<file path="src/rtl/seq_ser.sv">
// ---------------------------------------------------------------------------
// seq_ser : parallel-in, serial-out feeder for the serial sequence detector.
//
// Accepts WIDTH-bit words over a valid/ready handshake and presents them one
// bit per clock on ser_out. A new word may be accepted on the same cycle the
// last bit of the current word is presented, so consecutive words stream
// without a bubble and detector patterns that straddle a word boundary are
// preserved. A high pause freezes the shifter and marks ser_out as not live.
//
// Optional build macro:
//   SEQ_SER_LSB_FIRST_EN  - when defined, words are emitted LSB-first
//                           (shift right, ser_out = shreg[0]); otherwise
//                           MSB-first. Timing and handshake are identical.
//
// Ports:
//   clk        in   rising-edge clock
//   rst        in   synchronous active-high reset
//   din        in   [WIDTH] parallel word, sampled only on a transfer edge
//   din_valid  in   din holds a word to transfer
//   din_ready  out  block can accept din this cycle
//   pause      in   freeze shifting while high
//   ser_out    out  current serial bit (detector input)
//   ser_valid  out  ser_out carries a live data bit this cycle
//   busy       out  a word is in progress
//   word_done  out  one-cycle pulse while the last bit of a word is presented
// ---------------------------------------------------------------------------
module seq_ser #(
  parameter int WIDTH = 8
) (
  input  logic             clk,
  input  logic             rst,
  input  logic [WIDTH-1:0] din,
  input  logic             din_valid,
  output logic             din_ready,
  input  logic             pause,
  output logic             ser_out,
  output logic             ser_valid,
  output logic             busy,
  output logic             word_done
);

  localparam int CW = $clog2(WIDTH);
  localparam logic [CW-1:0] CNT_LOAD = CW'(WIDTH - 1);

  typedef enum logic {
    IDLE  = 1'b0,
    SHIFT = 1'b1
  } state_t;

  state_t           state, state_nxt;
  logic [WIDTH-1:0] shreg, shreg_nxt;
  logic [CW-1:0]    cnt, cnt_nxt;
  logic [WIDTH-1:0] shreg_shifted;
  logic             last_bit;
  logic             xfer;

  // The bit on the wire comes straight from the register end that leaves
  // first; the shifted image moves the next bit into that position.
`ifdef SEQ_SER_LSB_FIRST_EN
  assign ser_out       = shreg[0];
  assign shreg_shifted = {1'b0, shreg[WIDTH-1:1]};
`else
  assign ser_out       = shreg[WIDTH-1];
  assign shreg_shifted = {shreg[WIDTH-2:0], 1'b0};
`endif

  // The last bit is being consumed this cycle, which frees the register for
  // an immediate reload; this is what makes back-to-back words gapless.
  assign last_bit  = (state == SHIFT) && (cnt == '0) && !pause;
  assign din_ready = (state == IDLE) || last_bit;
  assign xfer      = din_valid && din_ready;

  // Next-state and output decode. Leaving SHIFT without a reload clears the
  // register so ser_out reads 0 while idle.
  always_comb begin
    state_nxt = state;
    shreg_nxt = shreg;
    cnt_nxt   = cnt;
    ser_valid = 1'b0;
    busy      = 1'b0;
    word_done = 1'b0;

    case (state)
      IDLE: begin
        if (xfer) begin
          shreg_nxt = din;
          cnt_nxt   = CNT_LOAD;
          state_nxt = SHIFT;
        end
      end

      SHIFT: begin
        busy      = 1'b1;
        ser_valid = !pause;
        word_done = last_bit;
        if (!pause) begin
          if (cnt != '0) begin
            shreg_nxt = shreg_shifted;
            cnt_nxt   = cnt - CW'(1);
          end else if (xfer) begin
            shreg_nxt = din;
            cnt_nxt   = CNT_LOAD;
          end else begin
            shreg_nxt = '0;
            cnt_nxt   = '0;
            state_nxt = IDLE;
          end
        end
      end

      default: begin
        shreg_nxt = '0;
        cnt_nxt   = '0;
        state_nxt = IDLE;
      end
    endcase
  end

  // State register. Reset abandons any word in flight.
  always_ff @(posedge clk) begin
    if (rst) begin
      state <= IDLE;
      shreg <= '0;
      cnt   <= '0;
    end else begin
      state <= state_nxt;
      shreg <= shreg_nxt;
      cnt   <= cnt_nxt;
    end
  end

endmodule

</file>
<file path="config.mk">
export PLATFORM = sky130hd
export DESIGN_NAME = seq_ser
export DESIGN_NICKNAME = d
export VERILOG_FILES = /design/src/rtl/seq_ser.sv
export SDC_FILE = /design/constraint.sdc
export NUM_CORES = 1
export LEC_CHECK = 0
export BUFFER_PORTS_ARGS = -buffer_cell sky130_fd_sc_hd__buf_4
export CAP_MARGIN = 10
export CORE_AREA = 2 2 39 41
export DETAILED_ROUTE_END_ITERATION = 12
export DIE_AREA = 0 0 41 43
export PLACE_DENSITY = 0.7
export SETUP_SLACK_MARGIN = 0.4
export SYNTH_ARGS = -nofsm -noshare
export SYNTH_HDL_FRONTEND = slang
export SYNTH_SLANG_ARGS = --single-unit
</file>
<file path="constraint.sdc">
create_clock -name clk -period 4.48 [get_ports clk]
set_input_delay 0.672 -clock clk [delete_from_list [all_inputs] [get_ports clk]]
set_output_delay 0.672 -clock clk [all_outputs]
set_load 0.02 [all_outputs]
</file>
# Yosys cells after proc, flatten, opt, wreduce, memory -nomap -nowiden
# Index checks and enable logic that the tools add are counted.
[classes] n_bitwise=1 n_addsub=1 eq_ne=2 n_reduce_logical=8 n_mux=17
[ops] operator="$mux 8" count=4
[ops] operator="$pmux 8 s2" count=1
[ops] operator="$mux 3" count=4
[ops] operator="$mux 1" count=6
[ops] operator="$pmux 3 s2" count=1
[ops] operator="$ne 2x2->1 const B" count=2
[ops] operator="$logic_and 1x1->1" count=3
[ops] operator="$logic_not 3->1" count=1
[ops] operator="$reduce_bool 3->1" count=1
[ops] operator="$sub 3x1->3 const B" count=1
[ops] operator="$pmux 1 s2" count=1
[ops] operator="$reduce_and 2->1" count=1
[ops] operator="$logic_not 1->1" count=1
[ops] operator="$logic_or 1x1->1" count=1
[ops] operator="$not 1->1" count=1
[totals] input_bits=12 reg_bits=12

# Depth between registers and ports, before layout
# Gate-level depths: netlist (run 1).
[depth] ltp_word=9 ltp_mapped=8 ltp_nobuf=6

# Worst setup path after synthesis (run 1)
# Ideal clock, no wire load.
[synth_path] kind="register to output" start="register cnt[0]" end="output din_ready" t_arrival_ns=1.302 t_required_ns=3.808 path_stages_with_launch=6 path_slack_ns=2.506 cell_sequence="dfxtp_1 > inv_1 > ha_1 > nand2b_4 > buf_6 > o21ai_0"
[synth_via] elab_chain_cells=4
[synth_rtl] element="start: declaration" line="52" text="logic [CW-1:0] cnt, cnt_nxt;"
[synth_rtl] element="start signal: assignment" line="128" text="cnt <= cnt_nxt;"
[synth_rtl] element="$logic_not 3->1" line="69" text="assign last_bit = (state == SHIFT) && (cnt == '0) && !pause;"
[synth_rtl] element="$logic_and 1x1->1 (2 in series)" line="69"
[synth_rtl] element="$logic_or 1x1->1" line="70" text="assign din_ready = (state == IDLE) || last_bit;"
[synth_rtl] element="end: declaration" line="34" text="output logic din_ready,"
# Every way passes these cells.

# Final worst setup path (run 1)
# Ends and elaborated chain as after synthesis.

==> impl_metrics.yaml, run 1 <==
min_path:
  min_path_type: "register to register"
  hold_start: "shreg[0]"
  hold_path_end: "shreg[0]"
  holdPathStages: 2
cts:
  hold_buffers: 0
  cts_setup_buffers: 0
  clkSinkCount: 12
  cts_buffer_depth: 2
  clk_pin_slew_ns: 0.07
  clockRootBuffer: "clkbuf_4"
  clock_latency_ns: 0.26
  cts_buffers: 3
  post_cts_resized: 0
  cts_tree: "yes"
  htreeDepth: 1
timing:
  relSlewSlack: 0.549
  fin_worst_skew_ns: 0.00102
  finalHoldViolCount: 0
  finalSetupViolCount: 0
  timing.final.crit_share: 0.467
  fin_tns_setup_ns: 0
  rsz0062_at_grt: "no"
  slew_violations: 0
  period_minus_slack_ns: 2.09
  tightest_slew_ns: 0.674
  fmax_mhz: 478
grt:
  grt_max_degree: 13
  antenna_found_initial: 0
  grt.total_usage: 0.167
  grt_pass1_vias: 496
  grt_overflow: 0
  grt_pass1_wl_um: 2030
synthesis:
  synth_edf_count: 0
  syn_inst: 67
  syn-num-nets: 81
  synth_top_family_by_area: "compound AO/OA/AOI/OAI gates"
  synth_compound_area_frac: 0.256
  synth-seq-area-share: 0.407
  syn-cell-area_um2: 591
  synth-seq-cells: 12
  synthFlopType: "dfxtp_1"
  avgSynthCellArea_um2: 8.81
  synth_fa_ha_area_frac: 0.0424
  yosys.area_share.xor_xnor: 0
  ys_warn_count: 0
  synth_cell_types: 25
  synthArstFlopShare: 0
  synthMuxAreaShare: 0
  synth-simple-area-share: 0.218
layout:
  syn2layout_area_growth_pct: 23.1
  final_common_cell: "buf_4"
  final_cell_mix: "buf_4 (16), dfxtp_1 (12), nor2_1 (9), nor3_1 (8), a221oi_1 (6)"
  drive_gt1_frac: 0.280
  antenna-diode-count: 0
  n_fill_cell: 146
  fin_area_um2: 727
  final_nets: 98
critical_path:
  rr_worst_depth: 6
  crit_type: "register to primary output"
  worst_ep_required_time_ns: 3.81
  r2r-end: "shreg[4]"
  rr_startpoint: "cnt[0]"
  crit_path_max_fanout: 7
  endpoint_kind: "primary output"
  cp-start-kind: "register"
  r2r_slack_ns: 2.88
  cp_data_arrival_time_ns: 1.42
drt:
  post_drt_wl_per_cell_um: 12.4
  detailroute.via_count: 529
  viasPerCell: 5.40
  drt_pass1_iterations: 4
  drt-total-wl_um: 1210
  drt_iter0_drc: 7
  drtAntennaViolNets: 0
  drcViolationCount: 0
floorplanning:
  ioPinCount: 17
  num_rows: 14
  die_y_um: 43
  initial_utilization: 0.427
  core_area_um2: 1380
  die_x_um: 41
  dieArea_um2: 1760
run:
  maxCapViolCount: 0
placement:
  place.gp.congestion: 0.588
  dp_hpwl_um: 879
  port_buffers: 16
  place_area_um2: 704
power_and_ir_drop:
  power_density_nw_per_um2: 346
  vdd_drop_max_v: 0.000181
  total_leakage_power_nw: 0.308
  finalPower_uw: 251
run_status:
  outcome: "finished, final reports clean"
## registers in the layout (all words and copies together), names as in the netlist
| name | count |
|---|---|
| shreg | 8 |
| state | 1 |
| cnt | 3 |
## worst max path at each step
stage	start	end	slack, ns	cells after the start
2_1_floorplan	cnt[0]	din_ready	2.51	5
3_3_place_gp	pause	word_done	2.57	4
3_5_place_dp	pause	cnt[0]	2.55	6
4_1_cts	cnt[0]	din_ready	2.35	5
5_1_grt	cnt[0]	din_ready	2.25	5
6_report	cnt[0]	din_ready	2.39	5
## area by class of cell
type,count,area (µm²),area share
clock buffer,3,22.5,0.0310
inverter,5,18.8,0.0258
multi-input combinational,46,305,0.420
sequential,12,240,0.330
tap,16,20.0,0.0275
timing repair buffer,16,120,0.165
## cells in the mapped netlist (2+ instances only)
cell      instances  area share
nor3_1            8       0.068
a21oi_1           4       0.034
nor2_1            9       0.057
inv_1             4       0.025
a221oi_1          6       0.089
ha_1              2       0.042
a211oi_1          4       0.051
dfxtp_1          12        0.41
nand2_1           2       0.013
## metrics by stage
stage / setup slack (ns) / hold slack (ns) / std cells / utilization
finish: 2.39 / 0.459 / 98 / 0.525
CTS: 2.35 / 0.463 / 98 / 0.525
global placement: 2.57 / 0.449 / 95 / 0.509
floorplan: 2.51 / 0.436 / 67 / -
detailed placement: 2.55 / 0.450 / 95 / 0.509
global route: 2.25 / 0.498 / 98 / 0.525
## where the power goes
group	leakage, nW	internal (mW)	switching (mW)	total, mW
registers	0.0997	0.117	0.00639	0.124
clock network	0.0138	0.0310	0.0326	0.0636
logic	0.194	0.0284	0.0356	0.0640
## cells by family (layout without fill, tap and decap cells)
logic type / count (synthesis) / in the layout
AOI/OAI and AO/OA: 19 / 19
adders and majority gates: 2 / 2
buffers and inverters: 9 / 24
DFF: 12 / 12
and+or+nand+nor: 25 / 25
## worst max-delay path, cell delays in order (launching register included)
cell      delay [ns]
dfxtp_1         0.30
inv_1           0.10
ha_1            0.24
nand2b_4        0.11
o21ai_0         0.21
buf_4           0.18
## layer usage
| metal | global-route usage | share of wire |
|---|---|---|
| met2 | 0.219 | 0.43 |
| met4 | 0.100 | 0.012 |
| met3 | 0.0314 | 0.060 |
| met1 | 0.243 | 0.50 |
| met5 | 0 | 0 |
Note: power is estimated with default switching activity, not from simulation.
==> inputs of run 2 (changes only) <==
CORE_AREA = default   (was 2 2 39 41)
CORE_UTILIZATION = 43   (was default)
DIE_AREA = default   (was 0 0 41 43)
PLACE_DENSITY = 0.71   (was 0.7)
clock period = 1.7 ns   (was 4.48 ns; I/O delays follow)
==> run 2 against run 1 <==
Power rose to 3.4 times the previous value; first-iteration DRC count is 71% higher; design area grew 33%; die area is 13% lower; wire length rose by 28%; non-clock buffer count is 10 higher; register-to-register slack got worse by 2.6 ns; global-route usage is 7.4 points higher; largest power group unchanged.
==> impl_metrics.yaml, run 2 (synthesis gave the netlist of run 1 again) <==
timing:
  relSlewSlack: 0.591
  tightest_slew_ns: 0.610
  fin_worst_skew_ns: 0.00167
  timing.final.crit_share: 0.858
  fin_tns_setup_ns: 0
  fmax_mhz: 686
  rsz0062_at_grt: "yes"
  finalHoldViolCount: 0
  slew_violations: 0
  finalSetupViolCount: 0
  period_minus_slack_ns: 1.46
  fin_ws_ns: 0.242
layout:
  drive_gt1_frac: 0.570
  final_cell_mix: "buf_4 (20), dfxtp_1 (10), nor2_1 (8), nor3_1 (8), a221oi_2 (6)"
  largest_reg_flops: 8
  postLayoutCoreUtil: 0.814
  regMostFlops: "shreg"
  final_common_cell: "buf_4"
  final_nets: 108
  antenna-diode-count: 0
  stdcell_count: 107
  n_fill_cell: 81
  top_regs: "shreg (8), cnt (3), state (1)"
  syn2layout_area_growth_pct: 63.6
cts:
  htreeDepth: 1
  clockRootBuffer: "clkbuf_4"
  clk_pin_slew_ns: 0.08
  cts_buffer_depth: 2
  clkSinkCount: 12
  cts_buffers: 3
  hold_buffers: 0
  clock_latency_ns: 0.27
  cts_tree: "yes"
grt:
  grt_pass1_wl_um: 2360
  grt.total_usage: 0.241
  grt_max_degree: 13
  use_met1: 0.308
  grtUsageMet3: 0.0520
  grt_pass1_vias: 532
  antenna_found_initial: 0
  grt_overflow: 0
  use_met2: 0.371
  busiest_layer: "met2"
critical_path:
  cp_data_arrival_time_ns: 1.20
  path_buf_inv: 2
  worst_path_dominant_cell_family: "flip-flops"
  cp_cell_sequence: "inv_2, ha_4, nand2b_4, o21ai_4, buf_6"
  cp-start-kind: "register"
  worst_ep_required_time_ns: 1.44
  crit_path_max_fanout: 5
  crit_path_top_delay_cell: "dfxtp_2"
  cpPeakStageDelay_ns: 0.32
  endpoint_kind: "primary output"
  crit_type: "register to primary output"
drt:
  detailroute.via_count: 601
  viasPerCell: 5.62
  drcViolationCount: 0
  drtAntennaViolNets: 0
  drt_iter0_drc: 12
  drt-total-wl_um: 1550
  post_drt_wl_per_cell_um: 14.5
  drt_pass1_iterations: 4
floorplanning:
  core_area_um2: 1190
  die_x_um: 39.1
  dieArea_um2: 1530
  die_y_um: 39.1
  ioPinCount: 17
  num_rows: 12
  initial_utilization: 0.498
min_path:
  min_path_type: "input pin to register"
power_and_ir_drop:
  total_leakage_power_nw: 0.398
  vdd_drop_max_v: 0.000559
  finalPower_uw: 850
  power_density_nw_per_um2: 880
placement:
  dp_cells: 93
  place.gp.congestion: 0.723
  port_buffers: 16
  dp_hpwl_um: 829
  place_ws_ns: 0.144
run:
  maxCapViolCount: 0
run_status:
  outcome: "finished, final reports clean"
==> run 2: cell count changes in the layout (fill, tap and decap cells not counted), sizes merged <==
cell    previous run  this run
buf               16        26
clkbuf             3         4
==> run 2: where the power goes <==
| part | total (mW) | switching [mW] | internal [mW] |
|---|---|---|---|
| sequential | 0.331 | 0.0213 | 0.310 |
| clock | 0.233 | 0.103 | 0.130 |
| combinational | 0.285 | 0.139 | 0.147 |
| total | 0.850 | 0.263 | 0.587 |
==> run 2: layout make-up <==
type | instances | area (µm²) | share of cell area
multi-input combinational | 46 | 408 | 0.422
sequential | 12 | 243 | 0.251
clock buffer | 4 | 36.3 | 0.0376
inverter | 5 | 18.8 | 0.0194
timing repair buffer | 26 | 243 | 0.251
tap | 14 | 17.5 | 0.0181
==> run 2: through the flow <==
step           instance area, µm²  hold slack (ns)
3_3_place_gp                  722            0.465
4_1_cts                       912            0.232
5_1_grt                       966            0.246
3_5_place_dp                  722            0.468
2_1_floorplan                 618            0.327
6_report                      966            0.239
==> run 2: repair_timing <==
action                                  in CTS  in global routing
pin swaps                                   17                  6
resized for setup                           15                  8
setup buffers                                7                  2
endpoints found under the setup margin      12                 14
cloned                                       1                  0
==> run 2: path summary, 6_finish.rpt <==
check | startpoint | endpoint | slack, ns | cells after the start
setup reg to reg | cnt[0] | shreg[7] | 0.26 | 8
hold / removal | rst | state | 0.24 | 2
setup / recovery | cnt[0] | din_ready | 0.24 | 5
hold reg to reg | shreg[0] | shreg[0] | 0.48 | 2
==> run 2: routing by layer <==
layer	vias to the layer above	routed length (µm)
met5	-	0
met1	290	737
met4	0	22
met3	4	36
li1	296	-
met2	11	753
==> inputs of run 3 (changes only) <==
MAX_ROUTING_LAYER = met4   (was default)
RECOVER_POWER = 25   (was default)
==> run 3 against run 2 <==
Power fell by 1.3%; sequential cell count did not move; core utilization fell by 1.9 points; final cell count did not move; die area did not move; wire length rose by 0.84%; count of clock-buffer cells in the layout did not move; design area fell by 2.3%; combinational power fell by 4%.
==> impl_metrics.yaml, run 3 (synthesis gave the netlist of run 1 again) <==
run_status:
  outcome: "finished, final reports clean"
timing:
  period_minus_slack_ns: 1.54
  timing.final.crit_share: 0.908
  slew_violations: 0
  holdWs_ns: 0.239
  tightest_slew_ns: 0.598
  relSlewSlack: 0.599
  finalSetupViolCount: 0
  finalHoldViolCount: 0
  fin_tns_setup_ns: 0
  fmax_mhz: 648
  rsz0062_at_grt: "yes"
  fin_ws_ns: 0.156
  fin_worst_skew_ns: 0.00229
critical_path:
  crit_type: "register to primary output"
  crit_path_max_fanout: 5
  worst_ep_required_time_ns: 1.44
  cp-start-kind: "register"
  endpoint_kind: "primary output"
  cp_data_arrival_time_ns: 1.29
layout:
  final_nets: 108
  syn2layout_area_growth_pct: 59.7
  regMostFlops: "shreg"
  stdcell_count: 107
  postLayoutCoreUtil: 0.795
  n_fill_cell: 87
  largest_reg_flops: 8
  drive_gt1_frac: 0.527
  antenna-diode-count: 0
  top_regs: "shreg (8), cnt (3), state (1)"
  fin_area_um2: 943
  final_cell_mix: "buf_4 (19), dfxtp_1 (11), nor2_1 (8), nor3_1 (8), a221oi_2 (6)"
  final_common_cell: "buf_4"
power_and_ir_drop:
  vdd_drop_max_v: 0.000551
  power_density_nw_per_um2: 889
  finalPower_uw: 839
  total_leakage_power_nw: 0.392
drt:
  highest_layer: "met4"
  detailroute.via_count: 607
  drcViolationCount: 0
  drtAntennaViolNets: 0
  drt-met1-wl_um: 723
  viasPerCell: 5.67
  dr_wl_met2_um: 754
  drt-total-wl_um: 1560
  drt_pass1_iterations: 4
  post_drt_wl_per_cell_um: 14.6
  wl_met3_um: 53
  drt_iter0_drc: 17
floorplanning:
  initial_utilization: 0.498
  num_rows: 12
  die_y_um: 39.1
  core_area_um2: 1190
  ioPinCount: 17
  die_x_um: 39.1
  dieArea_um2: 1530
placement:
  dp_cells: 93
  place_area_um2: 722
  place_ws_ns: 0.144
  dp_hpwl_um: 829
  place.gp.congestion: 0.731
  port_buffers: 16
cts:
  clk_pin_slew_ns: 0.08
  clock_latency_ns: 0.28
  cts_buffer_depth: 2
  cts_tree: "yes"
  htreeDepth: 1
  clkSinkCount: 12
  cts_buffers: 3
  hold_buffers: 0
  clockRootBuffer: "clkbuf_4"
grt:
  grt_pass1_vias: 532
  grt.total_usage: 0.245
  antenna_found_initial: 0
  grt_overflow: 0
  grt_max_degree: 13
  grt_pass1_wl_um: 2340
run:
  maxCapViolCount: 0
min_path:
  min_path_type: "input pin to register"
## run 3: cell type report
type / count / area [µm²] / area share
tap: 14 / 17.5 / 0.0186
multi-input combinational: 46 / 390 / 0.414
sequential: 12 / 241 / 0.256
inverter: 5 / 18.8 / 0.0199
clock buffer: 4 / 36.3 / 0.0385
timing repair buffer: 26 / 239 / 0.253
## run 3: what timing repair did
| action | 4_1_cts | 5_1_grt |
|---|---|---|
| endpoints found under the setup margin | 12 | 14 |
| pin swaps | 17 | 6 |
| hold endpoints to repair | 0 | 0 |
| gates cloned | 1 | 0 |
| buffers inserted | 7 | 2 |
| gates resized for setup | 15 | 8 |
## run 3: path summary, 6_finish.rpt
check           start  slack (ns)         to  cells after the start
max            cnt[0]        0.16  din_ready                      5
min               rst        0.24      state                      2
max reg2reg    cnt[0]        0.16     cnt[1]                      7
min reg2reg  shreg[0]        0.48   shreg[0]                      2
## run 3: critical path, cell delays in order (launching register included)
cell      delay, ns
dfxtp_2        0.32
inv_2          0.06
ha_1           0.24
nand2b_4       0.11
o21ai_4        0.15
buf_6          0.13
## run 3: layer usage
metal | track usage | up-vias
met2 | 0.371 | 16
met5 | - | -
met1 | 0.304 | 290
met3 | 0.0520 | 5
li1 | - | 296
met4 | 0.129 | 0
## run 3: report_power, final
group	leakage, nW	switching, mW	internal [mW]
registers	0.0999	0.0212	0.310
clock network	0.0210	0.104	0.130
logic	0.271	0.135	0.138
total	0.392	0.260	0.578
